$ cat src/rtl/note_link_if.sv
// Bundles the two note-vector source channels and the serial link outputs of the scheduler.
interface note_link_if #(
  parameter int NOTES = 48
);
  logic             game_valid;
  logic [NOTES-1:0] game_notes;
  logic             game_ready;
  logic             diag_valid;
  logic [NOTES-1:0] diag_notes;
  logic             diag_ready;
  logic             hold;
  logic             note_serial_sync;
  logic             note_serial_data;
  logic             frame_start;
  logic             owner;
  logic             refresh;

  modport master (
    output game_valid, game_notes, diag_valid, diag_notes, hold,
    input  game_ready, diag_ready, note_serial_sync, note_serial_data,
           frame_start, owner, refresh
  );

  modport slave (
    input  game_valid, game_notes, diag_valid, diag_notes, hold,
    output game_ready, diag_ready, note_serial_sync, note_serial_data,
           frame_start, owner, refresh
  );
endinterface

$ cat src/rtl/note_link_scheduler.sv
// Serial note link owner: bit timing, DATA/PAD/SYNC framing and per-frame arbitration of two sources.
// Optional: NOTE_LINK_DIAG_PRIORITY_EN gives diag strict priority and lets it bypass hold.
module note_link_scheduler #(
  parameter int NOTES     = 48,
  parameter int BIT_DIV   = 8192,
  parameter int FRAME_LEN = 64
) (
  input  logic        clk,
  input  logic        rst_n,
  note_link_if.slave  link
);
  localparam int DW   = (BIT_DIV > 1) ? $clog2(BIT_DIV) : 1;
  localparam int SW   = (FRAME_LEN > 1) ? $clog2(FRAME_LEN) : 1;
  localparam int SRCS = 2;

  typedef enum logic [1:0] {PH_IDLE, PH_DATA, PH_PAD, PH_SYNC} phase_e;

  logic [DW-1:0]                  div_cnt_q;
  logic                           tick;
  phase_e                         ph_q, ph_d;
  logic [SW-1:0]                  slot_q, slot_d;
  logic                           boundary;
  logic [NOTES-1:0]               shadow_q, shadow_d;
  logic                           last_grant_q;
  logic                           owner_q, refresh_q;
  logic                           data_q, data_d, sync_q;
  logic                           frame_start_q;
  logic                           game_ready_q, diag_ready_q;
  logic [SRCS-1:0]                src_vld;
  logic [SRCS-1:0][NOTES-1:0]     src_notes;
  logic [SRCS-1:0]                gnt;
  logic                           bit_sel;

  // Source index 0 = game, 1 = diag; matches the owner encoding.
  assign src_vld   = {link.diag_valid, link.game_valid};
  assign src_notes = {link.diag_notes, link.game_notes};

  assign tick = (div_cnt_q == DW'(BIT_DIV - 1));

  always_comb begin
    gnt = '0;
`ifdef NOTE_LINK_DIAG_PRIORITY_EN
    if (src_vld[1])                  gnt = 2'b10;
    else if (src_vld[0] && !link.hold) gnt = 2'b01;
`else
    if (!link.hold) begin
      case (src_vld)
        2'b01:   gnt = 2'b01;
        2'b10:   gnt = 2'b10;
        2'b11:   gnt = last_grant_q ? 2'b01 : 2'b10;
        default: gnt = '0;
      endcase
    end
`endif
  end

  // Slot phase sequencing; PH_IDLE is the pre-first-frame state after reset.
  always_comb begin
    ph_d     = ph_q;
    slot_d   = slot_q;
    boundary = 1'b0;
    if (tick) begin
      case (ph_q)
        PH_DATA: begin
          slot_d = slot_q + SW'(1);
          if (slot_q == SW'(NOTES - 1))
            ph_d = (NOTES == FRAME_LEN - 1) ? PH_SYNC : PH_PAD;
        end
        PH_PAD: begin
          slot_d = slot_q + SW'(1);
          if (slot_q == SW'(FRAME_LEN - 2)) ph_d = PH_SYNC;
        end
        default: begin
          boundary = 1'b1;
          slot_d   = '0;
          ph_d     = PH_DATA;
        end
      endcase
    end
  end

  always_comb begin
    bit_sel = 1'b0;
    for (int i = 0; i < NOTES; i++)
      if (slot_d == SW'(i)) bit_sel = shadow_q[i];
  end

  // Slot 0 carries bit 0 of the vector selected on this same edge.
  always_comb begin
    shadow_d = (|gnt) ? src_notes[gnt[1]] : shadow_q;
    data_d   = 1'b0;
    if (ph_d == PH_DATA) data_d = boundary ? shadow_d[0] : bit_sel;
  end

  always_ff @(posedge clk or negedge rst_n) begin
    if (!rst_n) begin
      div_cnt_q     <= '0;
      ph_q          <= PH_IDLE;
      slot_q        <= '0;
      shadow_q      <= '0;
      last_grant_q  <= 1'b1;
      owner_q       <= 1'b0;
      refresh_q     <= 1'b0;
      data_q        <= 1'b0;
      sync_q        <= 1'b0;
      frame_start_q <= 1'b0;
      game_ready_q  <= 1'b0;
      diag_ready_q  <= 1'b0;
    end else begin
      div_cnt_q     <= tick ? '0 : div_cnt_q + DW'(1);
      frame_start_q <= boundary;
      game_ready_q  <= boundary & gnt[0];
      diag_ready_q  <= boundary & gnt[1];
      if (tick) begin
        ph_q   <= ph_d;
        slot_q <= slot_d;
        data_q <= data_d;
        sync_q <= (ph_d == PH_SYNC);
      end
      if (boundary) begin
        if (|gnt) begin
          shadow_q     <= shadow_d;
          owner_q      <= gnt[1];
          last_grant_q <= gnt[1];
          refresh_q    <= 1'b0;
        end else begin
          refresh_q    <= 1'b1;
        end
      end
    end
  end

  assign link.note_serial_data = data_q;
  assign link.note_serial_sync = sync_q;
  assign link.frame_start      = frame_start_q;
  assign link.owner            = owner_q;
  assign link.refresh          = refresh_q;
  assign link.game_ready       = game_ready_q;
  assign link.diag_ready       = diag_ready_q;
endmodule
$ cat src/flat_wrapper.sv
// flat-port wrapper written by rule: the top's interface ports become plain ports
module note_link_scheduler_flat 
#(
  parameter int NOTES     = 48,
  parameter int BIT_DIV   = 8192,
  parameter int FRAME_LEN = 64
)
  (clk, rst_n, link_game_valid, link_game_notes, link_diag_valid, link_diag_notes, link_hold, link_game_ready, link_diag_ready, link_note_serial_sync, link_note_serial_data, link_frame_start, link_owner, link_refresh);
  note_link_if #(.NOTES(NOTES)) link_i ();
  input  logic clk;
  input  logic rst_n;
  input wire logic [$bits(link_i.game_valid)-1:0] link_game_valid;
  input wire logic [$bits(link_i.game_notes)-1:0] link_game_notes;
  input wire logic [$bits(link_i.diag_valid)-1:0] link_diag_valid;
  input wire logic [$bits(link_i.diag_notes)-1:0] link_diag_notes;
  input wire logic [$bits(link_i.hold)-1:0] link_hold;
  output wire logic [$bits(link_i.game_ready)-1:0] link_game_ready;
  output wire logic [$bits(link_i.diag_ready)-1:0] link_diag_ready;
  output wire logic [$bits(link_i.note_serial_sync)-1:0] link_note_serial_sync;
  output wire logic [$bits(link_i.note_serial_data)-1:0] link_note_serial_data;
  output wire logic [$bits(link_i.frame_start)-1:0] link_frame_start;
  output wire logic [$bits(link_i.owner)-1:0] link_owner;
  output wire logic [$bits(link_i.refresh)-1:0] link_refresh;
  assign link_i.game_valid = link_game_valid;
  assign link_i.game_notes = link_game_notes;
  assign link_i.diag_valid = link_diag_valid;
  assign link_i.diag_notes = link_diag_notes;
  assign link_i.hold = link_hold;
  assign link_game_ready = link_i.game_ready;
  assign link_diag_ready = link_i.diag_ready;
  assign link_note_serial_sync = link_i.note_serial_sync;
  assign link_note_serial_data = link_i.note_serial_data;
  assign link_frame_start = link_i.frame_start;
  assign link_owner = link_i.owner;
  assign link_refresh = link_i.refresh;
  note_link_scheduler #(.NOTES(NOTES), .BIT_DIV(BIT_DIV), .FRAME_LEN(FRAME_LEN)) u_core (.clk(clk), .rst_n(rst_n), .link(link_i));
endmodule
$ cat config.mk
export PLATFORM = sky130hd
export DESIGN_NAME = note_link_scheduler_flat
export DESIGN_NICKNAME = d
export VERILOG_FILES = /design/src/rtl/note_link_if.sv /design/src/rtl/note_link_scheduler.sv /design/src/flat_wrapper.sv
export SDC_FILE = /design/constraint.sdc
export NUM_CORES = 1
export LEC_CHECK = 0
export ABC_AREA = 1
export BUFFER_PORTS_ARGS = -buffer_cell sky130_fd_sc_hd__clkbuf_2
export CORE_ASPECT_RATIO = 0.7
export CORE_UTILIZATION = 58
export DETAILED_ROUTE_END_ITERATION = 10
export HOLD_SLACK_MARGIN = 0.12
export PLACE_DENSITY = 0.86
export SYNTH_ARGS = -nofsm -noshare
export SYNTH_HDL_FRONTEND = slang
export SYNTH_SLANG_ARGS = --single-unit
$ cat constraint.sdc
create_clock -name clk -period 8.8 [get_ports clk]
set_clock_uncertainty 0.1 [all_clocks]
set_input_delay 0.44 -clock clk [delete_from_list [all_inputs] [get_ports clk]]
set_output_delay 0.44 -clock clk [all_outputs]
set_load 0.1 [all_outputs]
==> flow_summary_export.csv <==
group,metric,value,unit
status,status,"completed",
worst_setup_path,crit_type,"flip-flop to flip-flop",
synth,ys_warn_count,0,
final_layout,diodes,0,
synth,synth_cell_type_count,38,
clock_tree,ctsResizeCount,0,
floorplan,num_rows,26,
worst_setup_path,rr_startpoint,"u_core.div_cnt_q[0]",
clock_tree,clk_latency,0.35,ns
sta,rsz0062_at_grt,"false",
power_and_ir_drop,powerDensity,140,nW/µm²
synth,ys_ff_latch,77,
worst_setup_path,rrSetupSlack,4.50,ns
synth,synthesis.area,4460,µm²
final_layout,area_growth_syn_to_layout,17.2,%
detailed_routing,first_iter_violations,221,
worst_setup_path,crit_required,8.95,ns
job,maxCapViolations,0,
sta,min_period_over_period,48.9,%
final_layout,nets,806,
clock_tree,root_buffer,"clkbuf_8",
synth,ys_top_cells_by_area,"dfrtp_1, nand2_1, nor2_1",
sta,max_freq,0.233,GHz
sta,period_needed,4.30,ns
power_and_ir_drop,p_clk_share,37.1,%
sta,finalHoldViolCount,0,
placed_design,dp_hpwl,8280,µm
floorplan,coreArea,7380,µm²
final_layout,final_cell_mix,"nand2_1, clkbuf_2, nor2_1",
worst_setup_path,startpoint,"u_core.div_cnt_q[0]",
floorplan,chipWidth,107,µm
detailed_routing,num_vias,4340,
synth,avgSynthCellArea,7.42,µm²
synth,synth_nets,709,
sta,setup_tns,0,ns
global_route,track_usage,29.6,%
worst_setup_path,worst_path_largest_cell_delay,0.56,ns
placed_design,place.gp.congestion,0.925,
sta,setup_violations,0,
final_layout,postLayoutCoreUtil,70.9,%
clock_tree,cts-buffers-inserted,9,
clock_tree,ctsHoldBuffers,0,
worst_setup_path,cp_slowest_cell,"nor2_1",
placed_design,io_buffers,107,
floorplan,dieArea,8060,µm²
worst_setup_path,r2r-end,"u_core.link.note_serial_data",
global_route,grt_pass1_vias,3805,
power_and_ir_drop,combPwrFrac,9.8,%
global_route,grt_pass1_wl,18400,µm
detailed_routing,avgRoutedWirePerCell,13.9,µm
final_layout,layout_commonest_cell,"nand2_1",
floorplan,initial_core_util,60.5,%
clock_tree,clock_path_buffers,2,
power_and_ir_drop,p_sw_share,24.5,%
worst_setup_path,worstPathArrival,4.45,ns
power_and_ir_drop,p_seq_share,53.1,%
worst_setup_path,end_kind,"flip-flop",
worst_setup_path,start_kind,"flip-flop",
final_layout,drive_gt1_share,23.9,%
power_and_ir_drop,p_leak,2.64,nW
power_and_ir_drop,peakVddDrop,0.0963,mV
clock_tree,cts_max_level,3,
synth,synth_area_leader_cell,"dfrtp_1",
global_route,grt_max_degree,96,
clock_tree,path_clk_slew,0.08,ns
min_path,hp-class,"primary input to async pin",
worst_setup_path,crit_path_frequent_cell,"nand2_1",
synth,ys_seq_area_share,43.2,%
detailed_routing,wl,11200,µm
sta,hold_ws,0.100,ns
worst_setup_path,reg2reg_depth,34,
detailed_routing,antenna_left,0,
floorplan,die_y,75.4,µm
floorplan,io_pins,108,
synth,synth_top_area_share,42.6,%
worst_setup_path,cp_max_fo,11,
sta,slew_headroom,34.1,%
global_route,grt_overflow,0,
detailed_routing,drt-vias-per-instance,5.41,
detailed_routing,dr.pass1.iters,7,
global_route,antenna_found_initial,0,
clock_tree,cts_sinks,77,
power_and_ir_drop,power_switching,0.179,mW
clock_tree,tritoncts,"done",
synth,syn_inst,602,
detailed_routing,drc,0,
power_and_ir_drop,p_int,0.552,mW
clock_tree,cts_setup_buffers,0,
sta,drv_slew,0,
sta,worst_slew_pin_slew,0.988,ns
## final cells by class
type	instances	area, µm²
well taps	98	123
clock buffers	12	155
repair buffers	109	553
inverters	71	267
multi-input cells	431	2160
clock inverters	4	47.5
flip-flops and latches	77	1930
fillers	602	2150
## synth_stat cells
cell         n
a2bb2oi_1    1
nor3_1       6
a21oi_1      4
clkbuf_1    20
inv_2        4
or2_2        1
buf_6        1
nand4_1     23
nor2_2       5
xnor2_1      1
o21bai_1     1
o211ai_1     1
a211oi_1     1
or2_1        1
a31o_2      10
a31oi_1     48
clkbuf_8     2
dfstp_2      1
o211a_1      1
and3_1       1
nor2_4       3
clkinv_1     2
nand2_2     13
nand2_4      1
o21ai_4      1
o31ai_1      1
xor2_2       1
ha_1         6
o21ai_0     13
dfrtp_1     76
nand3_1     20
nor2_8       2
nor2_1      89
nand4_2      1
xor2_1       4
nand2_1    170
inv_1       65
nand3b_1     1
## worst max-delay path, delay by kind of cell, from the launching register on
| kind | cells | cell delay, ns |
|---|---|---|
| xor+xnor | 1 | 0.10 |
| fa+ha+maj | 1 | 0.22 |
| buf+inv | 2 | 0.22 |
| flops | 1 | 0.37 |
| simple gates | 30 | 3.17 |
## worst max-delay path by stage
stage                                         endpoint  slack [ns]
after floorplan           u_core.link.note_serial_data        5.43
after global placement    u_core.link.note_serial_data        4.81
after detailed placement  u_core.link.note_serial_data        4.59
after CTS                 u_core.link.note_serial_data        4.54
after global routing      u_core.link.note_serial_data        4.00
final                     u_core.link.note_serial_data        4.50
## power by group through the flow
stage	Clock (mW)	Combinational, mW	Sequential (mW)
global placement	0	0.0698	0.394
CTS	0.277	0.0727	0.388
floorplan	0	0.0334	0.391
finish	0.272	0.0718	0.388
detailed placement	0	0.0723	0.395
global route	0.290	0.0828	0.391
## logic make-up after synthesis
family,Yosys count,synth area share [%]
flops,77,43.2
fa+ha+maj,6,1.68
simple gates,337,33.2
xor+xnor,6,1.35
buf+inv,94,8.52
compound gates,82,12.1
## through the flow
step                power, mW  cell area [µm²]  setup WS [ns]  instances
finish                  0.732             5230           4.50        802
global route            0.764             5230           4.00        802
CTS                     0.737             5230           4.54        802
detailed placement      0.467             5030           4.59        786
global placement        0.464             5030           4.81        786
floorplan               0.425             4460           5.43        602
## state kept, by name (all words and copies together) (netlist names)
name / flops
u_core.last_grant_q: 1
u_core.link.frame_start: 1
u_core.shadow_q: 48
u_core.slot_q: 6
u_core.link.note_serial_data: 1
u_core.div_cnt_q: 13
u_core.link.refresh: 1
u_core.link.game_ready: 1
u_core.link.note_serial_sync: 1
u_core.link.diag_ready: 1
u_core.link.owner: 1
u_core.ph_q: 2
## routing by layer
metal	track usage, %	up-vias	routed length, µm
met5	0	-	0
met4	8.37	0	122
met3	7.61	20	871
met2	45.3	184	4870
met1	42.1	1985	5310
li1	-	2151	-
Note: power is estimated with default switching activity, not from simulation.
